===== config.mk =====
export PLATFORM = sky130hd
export DESIGN_NAME = muldiv_unit
export DESIGN_NICKNAME = d
export VERILOG_FILES = /design/src/rtl/muldiv_unit.sv
export SDC_FILE = /design/constraint.sdc
export NUM_CORES = 1
export LEC_CHECK = 0
export BUFFER_PORTS_ARGS = -buffer_cell sky130_fd_sc_hd__buf_2
export CAP_MARGIN = 20
export CORE_ASPECT_RATIO = 0.75
export CORE_UTILIZATION = 55
export DETAILED_ROUTE_END_ITERATION = 10
export GPL_TIMING_DRIVEN = 0
export PLACE_DENSITY = 0.75
export SLEW_MARGIN = 20
export SYNTH_ARGS = -nofsm -noshare
export SYNTH_HDL_FRONTEND = slang
export SYNTH_SLANG_ARGS = --single-unit

===== constraint.sdc =====
create_clock -name clk -period 4.3 [get_ports clk]
set_clock_uncertainty 0.15 [all_clocks]
set_input_delay 0.86 -clock clk [delete_from_list [all_inputs] [get_ports clk]]
set_output_delay 0.86 -clock clk [all_outputs]
set_load 0.03 [all_outputs]

===== src/rtl/muldiv_unit.sv =====
// Iterative radix-2 multiply/divide unit with architectural HI/LO registers.
// One shift-add or restoring-subtract step per cycle; signs are fixed up in a final cycle.
module muldiv_unit #(
  parameter int WIDTH = 32,
  parameter int CNTW  = $clog2(WIDTH) + 1
) (
  input  logic             clk,
  input  logic             reset,
  input  logic             start,
  input  logic [1:0]       op,
  input  logic [WIDTH-1:0] srcA,
  input  logic [WIDTH-1:0] srcB,
  input  logic             flush,
  input  logic             wr_hi,
  input  logic             wr_lo,
  input  logic [WIDTH-1:0] wdata,
  input  logic             rd_hilo,
  output logic             busy,
  output logic             done,
  output logic             stall_req,
  output logic [WIDTH-1:0] hi,
  output logic [WIDTH-1:0] lo
);
  typedef enum logic [1:0] {IDLE, CALC, FIX} state_t;
  localparam logic [CNTW-1:0] LAST = CNTW'(WIDTH - 1);

  state_t             state_q, state_d;
  logic [CNTW-1:0]    cnt_q, cnt_d;
  logic [1:0]         op_q, op_d;
  logic [WIDTH-1:0]   b_q, b_d, rawa_q, rawa_d;
  logic [2*WIDTH-1:0] acc_q, acc_d;
  logic               neg_res_q, neg_res_d, neg_rem_q, neg_rem_d, dz_q, dz_d;
  logic [WIDTH-1:0]   hi_q, hi_d, lo_q, lo_d;
  logic               done_q, done_d;

  logic               sgn_a, sgn_b;
  logic [WIDTH-1:0]   abs_a, abs_b;
  logic [WIDTH:0]     mul_sum, div_rem, div_diff;
  logic               qbit;
  logic [2*WIDTH-1:0] mul_next, div_next, prod;
  logic [WIDTH-1:0]   quo, rem;

  assign sgn_a = op[0] & srcA[WIDTH-1];
  assign sgn_b = op[0] & srcB[WIDTH-1];
  assign abs_a = sgn_a ? -srcA : srcA;
  assign abs_b = sgn_b ? -srcB : srcB;

  // Multiply: acc = {partial product, remaining multiplier bits}
  assign mul_sum  = {1'b0, acc_q[2*WIDTH-1:WIDTH]} + {1'b0, (acc_q[0] ? b_q : {WIDTH{1'b0}})};
  assign mul_next = {mul_sum, acc_q[WIDTH-1:1]};

  // Divide: acc = {partial remainder, dividend bits shifting into quotient}
  assign div_rem  = {acc_q[2*WIDTH-1:WIDTH], acc_q[WIDTH-1]};
  assign div_diff = div_rem - {1'b0, b_q};
  assign qbit     = ~div_diff[WIDTH];
  assign div_next = {(qbit ? div_diff[WIDTH-1:0] : div_rem[WIDTH-1:0]), acc_q[WIDTH-2:0], qbit};

  assign prod = neg_res_q ? -acc_q : acc_q;
  assign quo  = neg_res_q ? -acc_q[WIDTH-1:0] : acc_q[WIDTH-1:0];
  assign rem  = neg_rem_q ? -acc_q[2*WIDTH-1:WIDTH] : acc_q[2*WIDTH-1:WIDTH];

  always_comb begin
    state_d   = state_q;
    cnt_d     = cnt_q;
    op_d      = op_q;
    b_d       = b_q;
    rawa_d    = rawa_q;
    acc_d     = acc_q;
    neg_res_d = neg_res_q;
    neg_rem_d = neg_rem_q;
    dz_d      = dz_q;
    hi_d      = hi_q;
    lo_d      = lo_q;
    done_d    = 1'b0;
    case (state_q)
      IDLE: begin
        if (start && !flush) begin
          state_d   = CALC;
          cnt_d     = '0;
          op_d      = op;
          b_d       = abs_b;
          rawa_d    = srcA;
          acc_d     = {{WIDTH{1'b0}}, abs_a};
          neg_res_d = sgn_a ^ sgn_b;
          neg_rem_d = sgn_a;
          dz_d      = op[1] && (srcB == '0);
        end else if (!start) begin
          if (wr_hi) hi_d = wdata;
          if (wr_lo) lo_d = wdata;
        end
      end
      CALC: begin
        if (flush) state_d = IDLE;
        else begin
          acc_d = op_q[1] ? div_next : mul_next;
          cnt_d = cnt_q + 1'b1;
          if (cnt_q == LAST) state_d = FIX;
        end
      end
      FIX: begin
        state_d = IDLE;
        if (!flush) begin
          done_d = 1'b1;
          if (dz_q) begin
            hi_d = rawa_q;
            lo_d = '1;
          end else if (op_q[1]) begin
            hi_d = rem;
            lo_d = quo;
          end else begin
            hi_d = prod[2*WIDTH-1:WIDTH];
            lo_d = prod[WIDTH-1:0];
          end
        end
      end
      default: state_d = IDLE;
    endcase
  end

  always_ff @(posedge clk or negedge reset) begin
    if (!reset) begin
      state_q   <= IDLE;
      cnt_q     <= '0;
      op_q      <= '0;
      b_q       <= '0;
      rawa_q    <= '0;
      acc_q     <= '0;
      neg_res_q <= 1'b0;
      neg_rem_q <= 1'b0;
      dz_q      <= 1'b0;
      hi_q      <= '0;
      lo_q      <= '0;
      done_q    <= 1'b0;
    end else begin
      state_q   <= state_d;
      cnt_q     <= cnt_d;
      op_q      <= op_d;
      b_q       <= b_d;
      rawa_q    <= rawa_d;
      acc_q     <= acc_d;
      neg_res_q <= neg_res_d;
      neg_rem_q <= neg_rem_d;
      dz_q      <= dz_d;
      hi_q      <= hi_d;
      lo_q      <= lo_d;
      done_q    <= done_d;
    end
  end

  assign busy      = (state_q != IDLE);
  assign stall_req = rd_hilo & busy;
  assign done      = done_q;
  assign hi        = hi_q;
  assign lo        = lo_q;
endmodule

* After elaboration in Yosys (flattened, before gate mapping)
Cells that the tools add are included.
Storage, ports and cells: register bits 206, input port bits 105, output and inout port bits 67, word-level logic and storage cells 83
Cells by class: add/subtract/negate cells 8, equality and inequality tests 11, mux-type cells 34, bitwise gates (word level) 5, reductions and logical operators 13
Operator list (number):
- $mux 32 | 18
- $mux 64 | 4
- $neg 32->32 | 4
- $pmux 32 s2 | 2
- $pmux 64 s2 | 1
- $neg 64->64 | 1
- $add 32x32->33 | 1
- $sub 33x32->33 | 1
- $logic_not 32->1 | 1
- $ne 2x2->1 const B | 7
- $mux 6 | 2
- $pmux 6 s2 | 1
- $reduce_and 5->1 | 2
- $add 6x1->6 const B | 1
- $eq 6x5->1 const B | 1
- $mux 2 | 3
- $reduce_bool 2->1 | 3
- $pmux 2 s2 | 1
- $reduce_and 2->1 | 2
- $and 1x1->1 | 3
- $ne 3x3->1 const B | 1
- $reduce_and 3->1 | 1
- $eq 2x1->1 const B | 1
- $eq 2x2->1 const B | 1
- 6 further kinds | 8

* Logic depth before layout (Yosys ltp)
word-level depth 6, mapped depth 14

* Least setup slack after synthesis
No wires, ideal clock.
path type reg2reg, start point register acc_q[31], end point register acc_q[34], library setup time 0.126 ns, arrival time 2.963 ns, data required time 4.024 ns, slack 1.061 ns, cell stages (with the launch flop) 13, path buffers 1, path through dfrtp_1 > inv_1 > ha_1 > fa_1 > nor2b_1 > o211ai_1 > a22oi_1 > a211oi_1 > o211a_2 > xnor2_4 > buf_2 > o21ai_0 > a221o_1
Between the ends: longest elaborated chain between the ends 5
Ends and longest elaborated chain:
- start, declared | line 31 | logic [2*WIDTH-1:0] acc_q, acc_d;
- start signal, assigned | line 127 | acc_q <= '0;
- start signal, assigned | line 140 | acc_q <= acc_d;
- $sub 33x32->33 | line 54 | assign div_diff = div_rem - {1'b0, b_q};
- $mux 32 | line 56 | assign div_next = {(qbit ? div_diff[WIDTH-1:0] : div_rem[WIDTH-1:0]), acc_q[WIDTH-2:0], qbit};
- $mux 64 | line 95 | acc_d = op_q[1] ? div_next : mul_next;
- $mux 64 | line 93 | if (flush) state_d = IDLE;
- $pmux 64 s2 | line 75 | case (state_q)
Every way passes these cells. The select of a mux whose other input is x is not followed. A chain may end at the register's enable or synchronous reset.

* Final worst setup path
start point register acc_q[3], end point register hi_q[27], in the netlist hi[27]
Between the ends: longest elaborated chain between the ends 6
Ends and longest elaborated chain:
- $neg 64->64 | line 58 | assign prod = neg_res_q ? -acc_q : acc_q;
- $mux 64 | line 58
- $mux 32 | line 107 | end else if (op_q[1]) begin
- $mux 32 | line 104 | if (dz_q) begin
- $mux 32 | line 102 | if (!flush) begin
- $pmux 32 s2 | line 75
- end signal, assigned | line 144 | hi_q <= hi_d;
- end, declared | line 33 | logic [WIDTH-1:0] hi_q, hi_d, lo_q, lo_d;
Every way passes these cells. The select of a mux whose other input is x is not followed.

==> results.md <==
- WS Path Type: flop to flop
- Reg-to-reg slack, setup: 0.08 ns
- CP max-delay cell: o31ai_1
- Primary FF master, synth: dfrtp_1
- Max Cap Violations: 0
- Post-Syn Nets: 2,229
- Residual DRC count: 0
- Synth Cell Area: 16,100 µm²
- Layout cell share with drive strength beyond 1: 11.8%
- CTS resizes: 2
- Top cells by count, synth: nand2_1, o21ai_0, dfrtp_1
- RSZ-0062 raised after global routing: false
- Gr usage total: 42.5%
- Maximum VDD drop: 474 µV
- Critical path peak fanout: 7
- DP HPWL: 50,000 µm
- Die Ht: 150 µm
- Die width: 200 µm
- Final instance area: 18,400 µm²
- Hold Path Class: primary input to async pin
- Antenna Cells: 0
- Vias: 17,180
- Pre-CTS setup slack: -0.248 ns
- Least-Margin Pin Slew: 1.21 ns
- Post-synthesis sequential area ratio: 31.9%
- Yosys reg bits: 205
- DR iter-0 viols: 2,310
- GR Overflow Total: 0
- Distinct cells, synth: 79
- CTS Sinks: 205
- RePlAce Congestion: 1.01
- Worst-path clk slew: 0.06 ns
- Cell Area, Placed: 17,500 µm²
- Async SR Flop Fraction: 100%
- Antenna Violating Nets Remaining: 0
- P&R area growth vs syn: 14.1%
- PnR worst setup slack: 0.0791 ns
- Pin count of the biggest net entering global routing: 98
- Final hold vios: 0
- Wirelength per Cell: 24.0 µm
- DR pass1 iterations: 9
- Outcome: finished clean
- Slowest stage delay, CP: 1.08 ns
- DRT Wirelength: 63,700 µm
- Core area: 28,400 µm²
- Post-CTS Setup Bufs: 0
- H-tree levels: 1
- Yosys warnings: 0
- Fmax: 237 MHz
- Setup TNS: 0 ns
- Syn Area/Cell: 7.84 µm²
- Number of synthesized flops with an enable pin: 0
- WP data arrival: 4.46 ns
- Cell-by-cell listing of the critical path: clkbuf_1 > nor4_2 > and4_1 > nand4_1 > o31ai_1 > o21ai_0 > xor2_1 > mux2i_1 > a21oi_1
- Pwr dens: 669 nW/µm²
- Leakage power: 8.32 nW
- CTS Hold Bufs: 0
- Top cell type's share of synthesized area: 31.9%
- Initial Util: 56.7%
- Vias/cell: 6.48
- Max Transition Viols Final: 0
- CP Capture Type: flop
- CTS max path bufs: 3
- IO Pins: 172
- Top-count cell post-synth: nand2_1
- Fin nets: 2,427
- Number of global-route vias before repair: 15,570
- Leading area contributor after synthesis: dfrtp_1
- Setup-failing EPs final: 0
- Port Buffer Count: 170
- Mapped Cells: 2,053
- Die area: 30,000 µm²
- Worst-Skew Late Latency: 0.55 ns
- Tot Pwr: 0.0123 W
- Slew headroom: 18.7%
- Synth top area cells: dfrtp_1, nand2_1, o21ai_0
- CTS tree: done
- Hold_ws: 0.0110 ns
- Critical Path Start Type: flop
- Minimum clock period: 4.22 ns
- Initial antenna violation count: 0
- Root Driver: clkbuf_16
- Total CTS buffers: 24
- First-pass GRT wire length: 94,600 µm
- Fin crit share: 98.2%
- Critical Path RT: 4.54 ns
- # rows: 53
[layer usage]
metal | global-route usage (%) | part of all wire, % | vias to the layer above
met5 | 0 | 0 | -
met4 | 10.0 | 2.5 | 0
met3 | 17.5 | 15 | 117
met2 | 55.1 | 38 | 1114
met1 | 63.7 | 44 | 8221
li1 | - | - | 7728
[metrics by stage]
step | instances | utilization (%)
global placement | 2608 | 61.4
CTS | 2653 | 64.5
finish | 2653 | 64.7
detailed placement | 2610 | 61.6
global route | 2653 | 64.7
floorplan | 2053 | -
[power breakdown]
part	internal [W]	switching [W]	total, W
Clock	0.00125	0.000883	0.00213
Sequential	0.00239	0.000735	0.00313
Combinational	0.00248	0.00454	0.00702
Total	0.00612	0.00616	0.0123
[cell type report]
class                      count  area, µm²
multi-input combinational   1661      10300
fill                        2577      10000
sequential                   205       5130
timing repair buffer         172        916
clock buffer                  31        688
tap                          385        482
buffer                       119        465
inverter                      68        256
clock inverter                12        123
[worst max-delay path, delay by kind of cell (launching register included)]
family	cells	cell delay (ns)
AND/OR/NAND/NOR	3	1.09
flip-flops	1	0.36
buffers and inverters	1	0.19
AO/OA/AOI/OAI	3	1.54
multiplexers	1	0.51
XOR/XNOR	1	0.23
[logic make-up (layout without fill, tap and decap cells)]
family / count (synthesis) / in the layout / share of synthesized area [%]
compound gates: 609 / 609 / 23.1
mux: 59 / 59 / 3.68
buf+inv: 187 / 402 / 4.46
fa+ha+maj: 71 / 71 / 5.61
flops: 205 / 205 / 31.9
simple gates: 746 / 746 / 21.6
xor+xnor: 176 / 176 / 9.70
[placed cells by master (no fill, tap or decap), types with 14 or more instances in the layout]
master / n
a211oi_1: 18
a21o_1: 25
a21oi_1: 146
a22oi_1: 14
a31oi_1: 15
and3_1: 20
buf_2: 175
clkbuf_1: 109
clkbuf_16: 25
dfrtp_1: 204
ha_1: 69
inv_1: 66
mux2i_1: 58
nand2_1: 333
nand2b_1: 19
nand3_1: 36
nor2_1: 151
nor2b_1: 14
nor3_1: 54
o211ai_1: 14
o21ai_0: 219
o22ai_1: 31
o31ai_1: 22
or3_1: 36
xnor2_1: 103
xor2_1: 71
[path summary, 6_finish.rpt]
path                       startpoint        to  cells past startpoint
hold reg to reg                 lo[8]     lo[8]                      1
max in group asynchronous       reset  cnt_q[1]                      3
hold / removal                  reset   b_q[11]                      1
setup / recovery             acc_q[3]    hi[27]                      9
setup reg to reg             acc_q[3]    hi[27]                      9
min in group clk                lo[8]     lo[8]                      1
[flip-flops by register name, summed over array words and instances, names as in the netlist]
| signal | count |
|---|---|
| neg_rem_q | 1 |
| cnt_q | 6 |
| hi | 32 |
| acc_q | 64 |
| neg_res_q | 1 |
| rawa_q | 32 |
| state_q | 2 |
| b_q | 32 |
| dz_q | 1 |
| lo | 32 |
| op_q | 1 |
| done | 1 |
(Power assumes the default switching activity.)
